==> src/rtl/bcd_display_scanner_pkg.sv <==
// Shared glyphs, digit-enable patterns and digit-triple type for the 3-digit scanner.
package bcd_display_scanner_pkg;

  // Segment glyphs, bit order {g,f,e,d,c,b,a}, active-high
  localparam logic [6:0] SEG_0     = 7'b0111111;
  localparam logic [6:0] SEG_1     = 7'b0000110;
  localparam logic [6:0] SEG_2     = 7'b1011011;
  localparam logic [6:0] SEG_3     = 7'b1001111;
  localparam logic [6:0] SEG_4     = 7'b1100110;
  localparam logic [6:0] SEG_5     = 7'b1101101;
  localparam logic [6:0] SEG_6     = 7'b1111101;
  localparam logic [6:0] SEG_7     = 7'b0000111;
  localparam logic [6:0] SEG_8     = 7'b1111111;
  localparam logic [6:0] SEG_9     = 7'b1101111;
  localparam logic [6:0] SEG_DASH  = 7'b1000000;
  localparam logic [6:0] SEG_BLANK = 7'b0000000;

  // One-cold digit enables, bit0 = units
  localparam logic [2:0] AN_U = 3'b110;
  localparam logic [2:0] AN_T = 3'b101;
  localparam logic [2:0] AN_H = 3'b011;

  typedef struct packed {
    logic [3:0] h;
    logic [3:0] t;
    logic [3:0] u;
  } bcd3_t;

  // Digit index -> digit-enable pattern
  function automatic logic [2:0] an_of(input logic [1:0] i);
    case (i)
      2'd0:    an_of = AN_U;
      2'd1:    an_of = AN_T;
      default: an_of = AN_H;
    endcase
  endfunction

endpackage

==> src/rtl/bcd_display_scanner_seg7_decoder.sv <==
// Combinational BCD nibble to seven-segment glyph; non-BCD shows a dash.
module seg7_decoder
  import bcd_display_scanner_pkg::*;
(
  input  logic [3:0] val,
  input  logic       blank,
  output logic [6:0] seg
);

  // Glyph lookup, blank overrides everything
  always_comb begin
    seg = SEG_DASH;
    if (blank) seg = SEG_BLANK;
    else begin
      case (val)
        4'd0:    seg = SEG_0;
        4'd1:    seg = SEG_1;
        4'd2:    seg = SEG_2;
        4'd3:    seg = SEG_3;
        4'd4:    seg = SEG_4;
        4'd5:    seg = SEG_5;
        4'd6:    seg = SEG_6;
        4'd7:    seg = SEG_7;
        4'd8:    seg = SEG_8;
        4'd9:    seg = SEG_9;
        default: seg = SEG_DASH;
      endcase
    end
  end

endmodule

==> src/rtl/bcd_display_scanner.sv <==
// Time-multiplexed 3-digit seven-segment scanner with frame-aligned double buffering
// and optional leading-zero blanking.
module bcd_display_scanner
  import bcd_display_scanner_pkg::*;
#(
  parameter int DIV = 4,
  parameter bit LZB = 1'b1
) (
  input  logic       clk,
  input  logic       rst,
  input  logic       load,
  input  logic [3:0] d100,
  input  logic [3:0] d10,
  input  logic [3:0] d1,
  output logic [6:0] seg,
  output logic [2:0] an,
  output logic       pending,
  output logic       frame
);

  localparam int CW = $clog2(DIV);

  logic [CW-1:0] cnt;
  logic [1:0]    idx, nidx;
  logic          tick, bnd, blank;
  bcd3_t         pbuf, active, nact, din;
  logic [3:0]    dval;
  logic [6:0]    seg_d;

  assign din  = {d100, d10, d1};
  assign tick = (cnt == CW'(DIV - 1));
  assign bnd  = tick && (idx == 2'd2);
  assign nidx = (idx == 2'd2) ? 2'd0 : idx + 2'd1;

  // Value visible after this edge; the first digit of a new frame must already
  // see the committed value, so decode looks through the commit.
  always_comb begin
    nact = active;
    if (bnd) begin
      if (load)         nact = din;
      else if (pending) nact = pbuf;
    end
  end

  // Pick the digit for the next index and decide leading-zero blanking
  always_comb begin
    dval  = nact.u;
    blank = 1'b0;
    case (nidx)
      2'd1: begin
        dval  = nact.t;
        blank = LZB && (nact.h == 4'd0) && (nact.t == 4'd0);
      end
      2'd2: begin
        dval  = nact.h;
        blank = LZB && (nact.h == 4'd0);
      end
      default: ;
    endcase
  end

  seg7_decoder u_dec (
    .val   (dval),
    .blank (blank),
    .seg   (seg_d)
  );

  // Prescaler and digit index
  always_ff @(posedge clk or negedge rst) begin
    if (!rst) begin
      cnt <= '0;
      idx <= 2'd0;
    end else begin
      cnt <= tick ? '0 : cnt + 1'b1;
      if (tick) idx <= nidx;
    end
  end

  // Pending buffer, active value and frame pulse; a boundary always clears pending
  always_ff @(posedge clk or negedge rst) begin
    if (!rst) begin
      pbuf    <= '0;
      active  <= '0;
      pending <= 1'b0;
      frame   <= 1'b0;
    end else begin
      if (load) pbuf <= din;
      if (bnd)       pending <= 1'b0;
      else if (load) pending <= 1'b1;
      active <= nact;
      frame  <= bnd;
    end
  end

  // Registered display outputs, updated together on each dwell tick
  always_ff @(posedge clk or negedge rst) begin
    if (!rst) begin
      seg <= SEG_0;
      an  <= AN_U;
    end else if (tick) begin
      seg <= seg_d;
      an  <= an_of(nidx);
    end
  end

endmodule

==> config.mk <==
export PLATFORM = sky130hd
export DESIGN_NAME = bcd_display_scanner
export DESIGN_NICKNAME = d
export VERILOG_FILES = /design/src/rtl/bcd_display_scanner_pkg.sv /design/src/rtl/bcd_display_scanner_seg7_decoder.sv /design/src/rtl/bcd_display_scanner.sv
export SDC_FILE = /design/constraint.sdc
export NUM_CORES = 1
export LEC_CHECK = 0
export ABC_CLOCK_PERIOD_IN_PS = 5400
export BUFFER_PORTS_ARGS = -buffer_cell sky130_fd_sc_hd__buf_2
export CAP_MARGIN = 20
export CORE_UTILIZATION = 30
export CTS_CLUSTER_DIAMETER = 120
export DETAILED_ROUTE_END_ITERATION = 12
export PLACE_DENSITY_LB_ADDON = 0.2
export SLEW_MARGIN = 20
export SYNTH_ARGS = -nofsm -noshare
export SYNTH_HDL_FRONTEND = slang
export SYNTH_SLANG_ARGS = --single-unit
==> constraint.sdc <==
create_clock -name clk -period 5.4 [get_ports clk]
set_input_delay 0.27 -clock clk [delete_from_list [all_inputs] [get_ports clk]]
set_output_delay 0.27 -clock clk [all_outputs]
set_load 0.02 [all_outputs]
==> parameters.txt <==
Parameter                              Value

Clock network
  TritonCTS Buffers    5
  Sink Count    40
  Clock network latency to the later pin of the worst-skew pair    0.29 ns
  Clock tree from TritonCTS    built
  Clock tree root buffer cell    sky130_fd_sc_hd__clkbuf_8
  Buffer levels on the longest clock path    2
  Clock edge transition at the registers on the reported setup and hold paths    0.08 ns
  Buffers inserted by post-CTS timing repair    0
  Hold-fix buffers at CTS    0
  Number of levels in the clock H-tree    2
  Number of cells upsized or downsized after cts    0

Worst setup path
  Largest delay contributor family on the critical path    multiplexers
  Worst-path maximum fanout    18
  Critical path capture point type    flop
  Cells traversed along the worst timing path    ha_1 > nand3b_4 > nor2_1 > buf_4 > mux2_2 > mux2_2 > mux2_2 > ha_1 > inv_1 > o31ai_1 > o211a_1 > o32ai_1
  Cell at the slowest stage of the critical path    sky130_fd_sc_hd__ha_1
  Required arrival time at the worst endpoint    5.59 ns
  Kind of launch point of the worst setup path    flop
  Buf+Inv Stages, Crit Path    2
  Class of the most critical setup path    reg -> reg
  Endpoint arrival time on the critical path    3.41 ns
  Most frequent cell on the critical path    sky130_fd_sc_hd__mux2_2
  Slowest Stage Delay on Critical Path    0.56 ns

Final layout
  Final-stage net count    210
  Share of post-route cells with drive strength above 1    0.370
  Number of antenna cells inserted    0
  FILL cells    608
  Layout-stage area growth over the synthesis result    14.1%

Status
  Run status    finished clean

STA
  Actual slew at the worst max-slew pin    0.862 ns
  Relative slew slack    0.425
  Fmax    311 MHz
  Setup-failing EPs final    0
  Hold Fails Final Rpt    0
  RSZ-0062 raised after global routing    no
  Final critical-path setup slack    2.18 ns
  Setup skew after layout    0.00923 ns
  Final TNS setup    0 ns
  Max-slew violations    0
  Crit path time final    3.22 ns
  Period utilisation layout    0.596

Die
  Effective utilization at floorplan    0.319
  Width of the die    82.6 um
  Total I/O pin count    27
  Floorplan core area    6100 um^2
  # rows    28
  Die height    82.6 um
  DIE AREA    6820 um^2

GRT
  Maximum number of pins on one net before global-route repair    41
  Global-route met3 utilization    0.0396
  First-pass GRT wire length    6270 um
  Initial antenna violation count    0
  Global route overflow    0
  Met2 demand-to-capacity share in global routing    0.205
  Met1 demand-to-capacity share in global routing    0.162
  Most Crowded Layer GR    met2
  Overall fraction of global-route tracks in use    0.129
  Via count of the first global-routing pass    1268

Yosys
  Total number of yosys warnings    0
  Number of synthesized register bits    40
  Syn Std Cell Area    1950 um^2
  Mapped Nets    183
  Unique cell type count in the Yosys netlist    44
  Post-synthesis instance total    161
  Post-Syn Area per Cell    12.1 um^2
  Share of the yosys chip area belonging to registers    0.519

Power and ir drop
  Share of power burned in combinational logic    0.155
  Leakage    1.04 nW
  Switching Power    169 uW
  Portion of total power attributed to the clock network    0.310
  Switching Fraction    0.261
  Sequential cell fraction of total power    0.535
  Total internal power    479 uW
  Power density over cell area    292 nW/um^2
  VDD IR max    0.000125 V

Placement
  Worst slack at placement    2.17 ns
  Final Wtd Congestion    0.907
  Number of port buffers    26
  HPWL after DPL    2870 um

Route
  Aggregate routed wire length    3840 um
  Routed via count    1300
  Number of DRC violations after detailed routing    0
  1st-pass router iterations    4
  First DRT Iteration DRCs    63
  Detail Route Antenna Nets    0
  Via density per instance    4.92
  Wire per inst    14.5 um

Worst hold path
  Path class of the lowest-slack min-delay path    in -> async

Job
  Max-Cap Viols    0
-- worst paths after layout --
check	from	end	slack [ns]	cells past startpoint
worst max-delay path	cnt[0]	seg[3]	2.18	12
worst min-delay path	rst	pbuf[0]	0.09	1
worst max register to register	cnt[0]	seg[3]	2.18	12
worst min register to register	cnt[0]	cnt[0]	0.42	1
max in group asynchronous	rst	idx[0]	4.76	1
min in group clk	d1[3]	pbuf[3]	0.24	3
-- cell usage after synthesis --
library cell               instances  area (um^2)
sky130_fd_sc_hd__or3_1             4         25.0
sky130_fd_sc_hd__nor3_2            1         10.0
sky130_fd_sc_hd__inv_1            11         41.3
sky130_fd_sc_hd__o31ai_1           2         15.0
sky130_fd_sc_hd__o21ai_0           2         10.0
sky130_fd_sc_hd__o221ai_2          1         15.0
sky130_fd_sc_hd__mux2i_1           3         30.0
sky130_fd_sc_hd__nor3_1            4         20.0
sky130_fd_sc_hd__o32a_1            1         10.0
sky130_fd_sc_hd__nor2_1           12         45.0
sky130_fd_sc_hd__clkinv_2          1         5.00
sky130_fd_sc_hd__buf_4             1         7.51
sky130_fd_sc_hd__a21o_1            1         7.51
sky130_fd_sc_hd__o32ai_1           4         35.0
sky130_fd_sc_hd__buf_2             2         10.0
sky130_fd_sc_hd__and3_1            1         6.26
sky130_fd_sc_hd__a22oi_1           1         7.51
sky130_fd_sc_hd__nor2b_1           3         18.8
sky130_fd_sc_hd__a21boi_0          1         7.51
sky130_fd_sc_hd__o21a_1            2         15.0
sky130_fd_sc_hd__nand2_1           2         7.51
sky130_fd_sc_hd__ha_1              7         87.6
sky130_fd_sc_hd__nand3b_4          1         20.0
sky130_fd_sc_hd__clkinv_1          1         3.75
sky130_fd_sc_hd__a211o_1           1         8.76
sky130_fd_sc_hd__o22ai_1           2         12.5
sky130_fd_sc_hd__dfrtp_1          32          801
sky130_fd_sc_hd__or2_2             1         6.26
sky130_fd_sc_hd__clkbuf_1          2         7.51
sky130_fd_sc_hd__a211oi_1          3         22.5
sky130_fd_sc_hd__nand2b_1          1         6.26
sky130_fd_sc_hd__a22o_1            1         8.76
sky130_fd_sc_hd__nand3b_1          1         7.51
sky130_fd_sc_hd__mux2_2           23          259
sky130_fd_sc_hd__o21bai_1          1         7.51
sky130_fd_sc_hd__nor4_1            4         25.0
sky130_fd_sc_hd__or2b_1            1         7.51
sky130_fd_sc_hd__dfstp_2           8          210
sky130_fd_sc_hd__buf_6             2         22.5
sky130_fd_sc_hd__a32oi_1           1         8.76
sky130_fd_sc_hd__o211a_1           2         20.0
sky130_fd_sc_hd__a211oi_4          1         20.0
sky130_fd_sc_hd__a21oi_1           4         20.0
sky130_fd_sc_hd__nand3_1           1         5.00
-- cell type report --
class	count	area, um^2	share of cell area
sequential	40	1010	0.455
multi-input combinational	101	838	0.377
tap	75	93.8	0.0423
timing repair buffer	27	138	0.0620
clock buffer	8	90.1	0.0406
inverter	13	50.0	0.0225
-- sequential cells by signal, indices dropped and copies added, names as in the netlist --
register	count
pbuf	12
pending	1
active	12
idx	2
seg	7
cnt	2
frame	1
an	3
-- routing by layer --
metal | share of wire | wire length, um | vias to the layer above
met5 | 0 | 0 | -
met4 | 0.0070 | 27 | 0
met3 | 0.051 | 197 | 2
met2 | 0.47 | 1810 | 26
met1 | 0.47 | 1810 | 636
li1 | - | - | 636
-- placed cells by master, fill, tap and decap left out, drive strengths merged, types with 2 or more instances in the layout --
master and instances:
dfrtp 32, buf 27, mux2 23, nor2 12, inv 11, dfstp 8, clkbuf 8, ha 7
nor3 5, a21oi 4, or3 4, nor4 4, o32ai 4, a211oi 4, mux2i 3, nor2b 3
nand2 2, o21a 2, o31ai 2, o211a 2, o22ai 2, o21ai 2, nand3b 2, clkinv 2
-- through the flow --
stage / area (um^2) / hold slack, ns / utilization / total power, mW / instances
finish: 2220 / 0.0910 / 0.364 / 0.648 / 264
CTS: 2220 / 0.119 / 0.364 / 0.658 / 264
global placement: 2130 / 0.412 / 0.350 / 0.450 / 256
global route: 2220 / 0.163 / 0.364 / 0.683 / 264
floorplan: 1950 / -0.0256 / - / 0.419 / 161
detailed placement: 2130 / 0.416 / 0.350 / 0.454 / 256
-- power by group through the flow --
| stage | combinational [mW] | clock [mW] | sequential, mW |
|---|---|---|---|
| after global routing | 0.111 | 0.222 | 0.350 |
| after detailed placement | 0.102 | 0 | 0.352 |
| after global placement | 0.0994 | 0 | 0.351 |
| after CTS | 0.102 | 0.209 | 0.347 |
| after floorplan | 0.0586 | 0 | 0.360 |
| final | 0.100 | 0.201 | 0.347 |
-- kinds of logic (layout without fill, tap and decap cells) --
group	Yosys count	in the layout	share of synthesized area
fa+ha+maj	7	7	0.0450
flops	40	40	0.519
simple gates	37	37	0.108
buf+inv	20	48	0.0501
mux	26	26	0.148
compound gates	31	31	0.129
(Power assumes the default switching activity.)
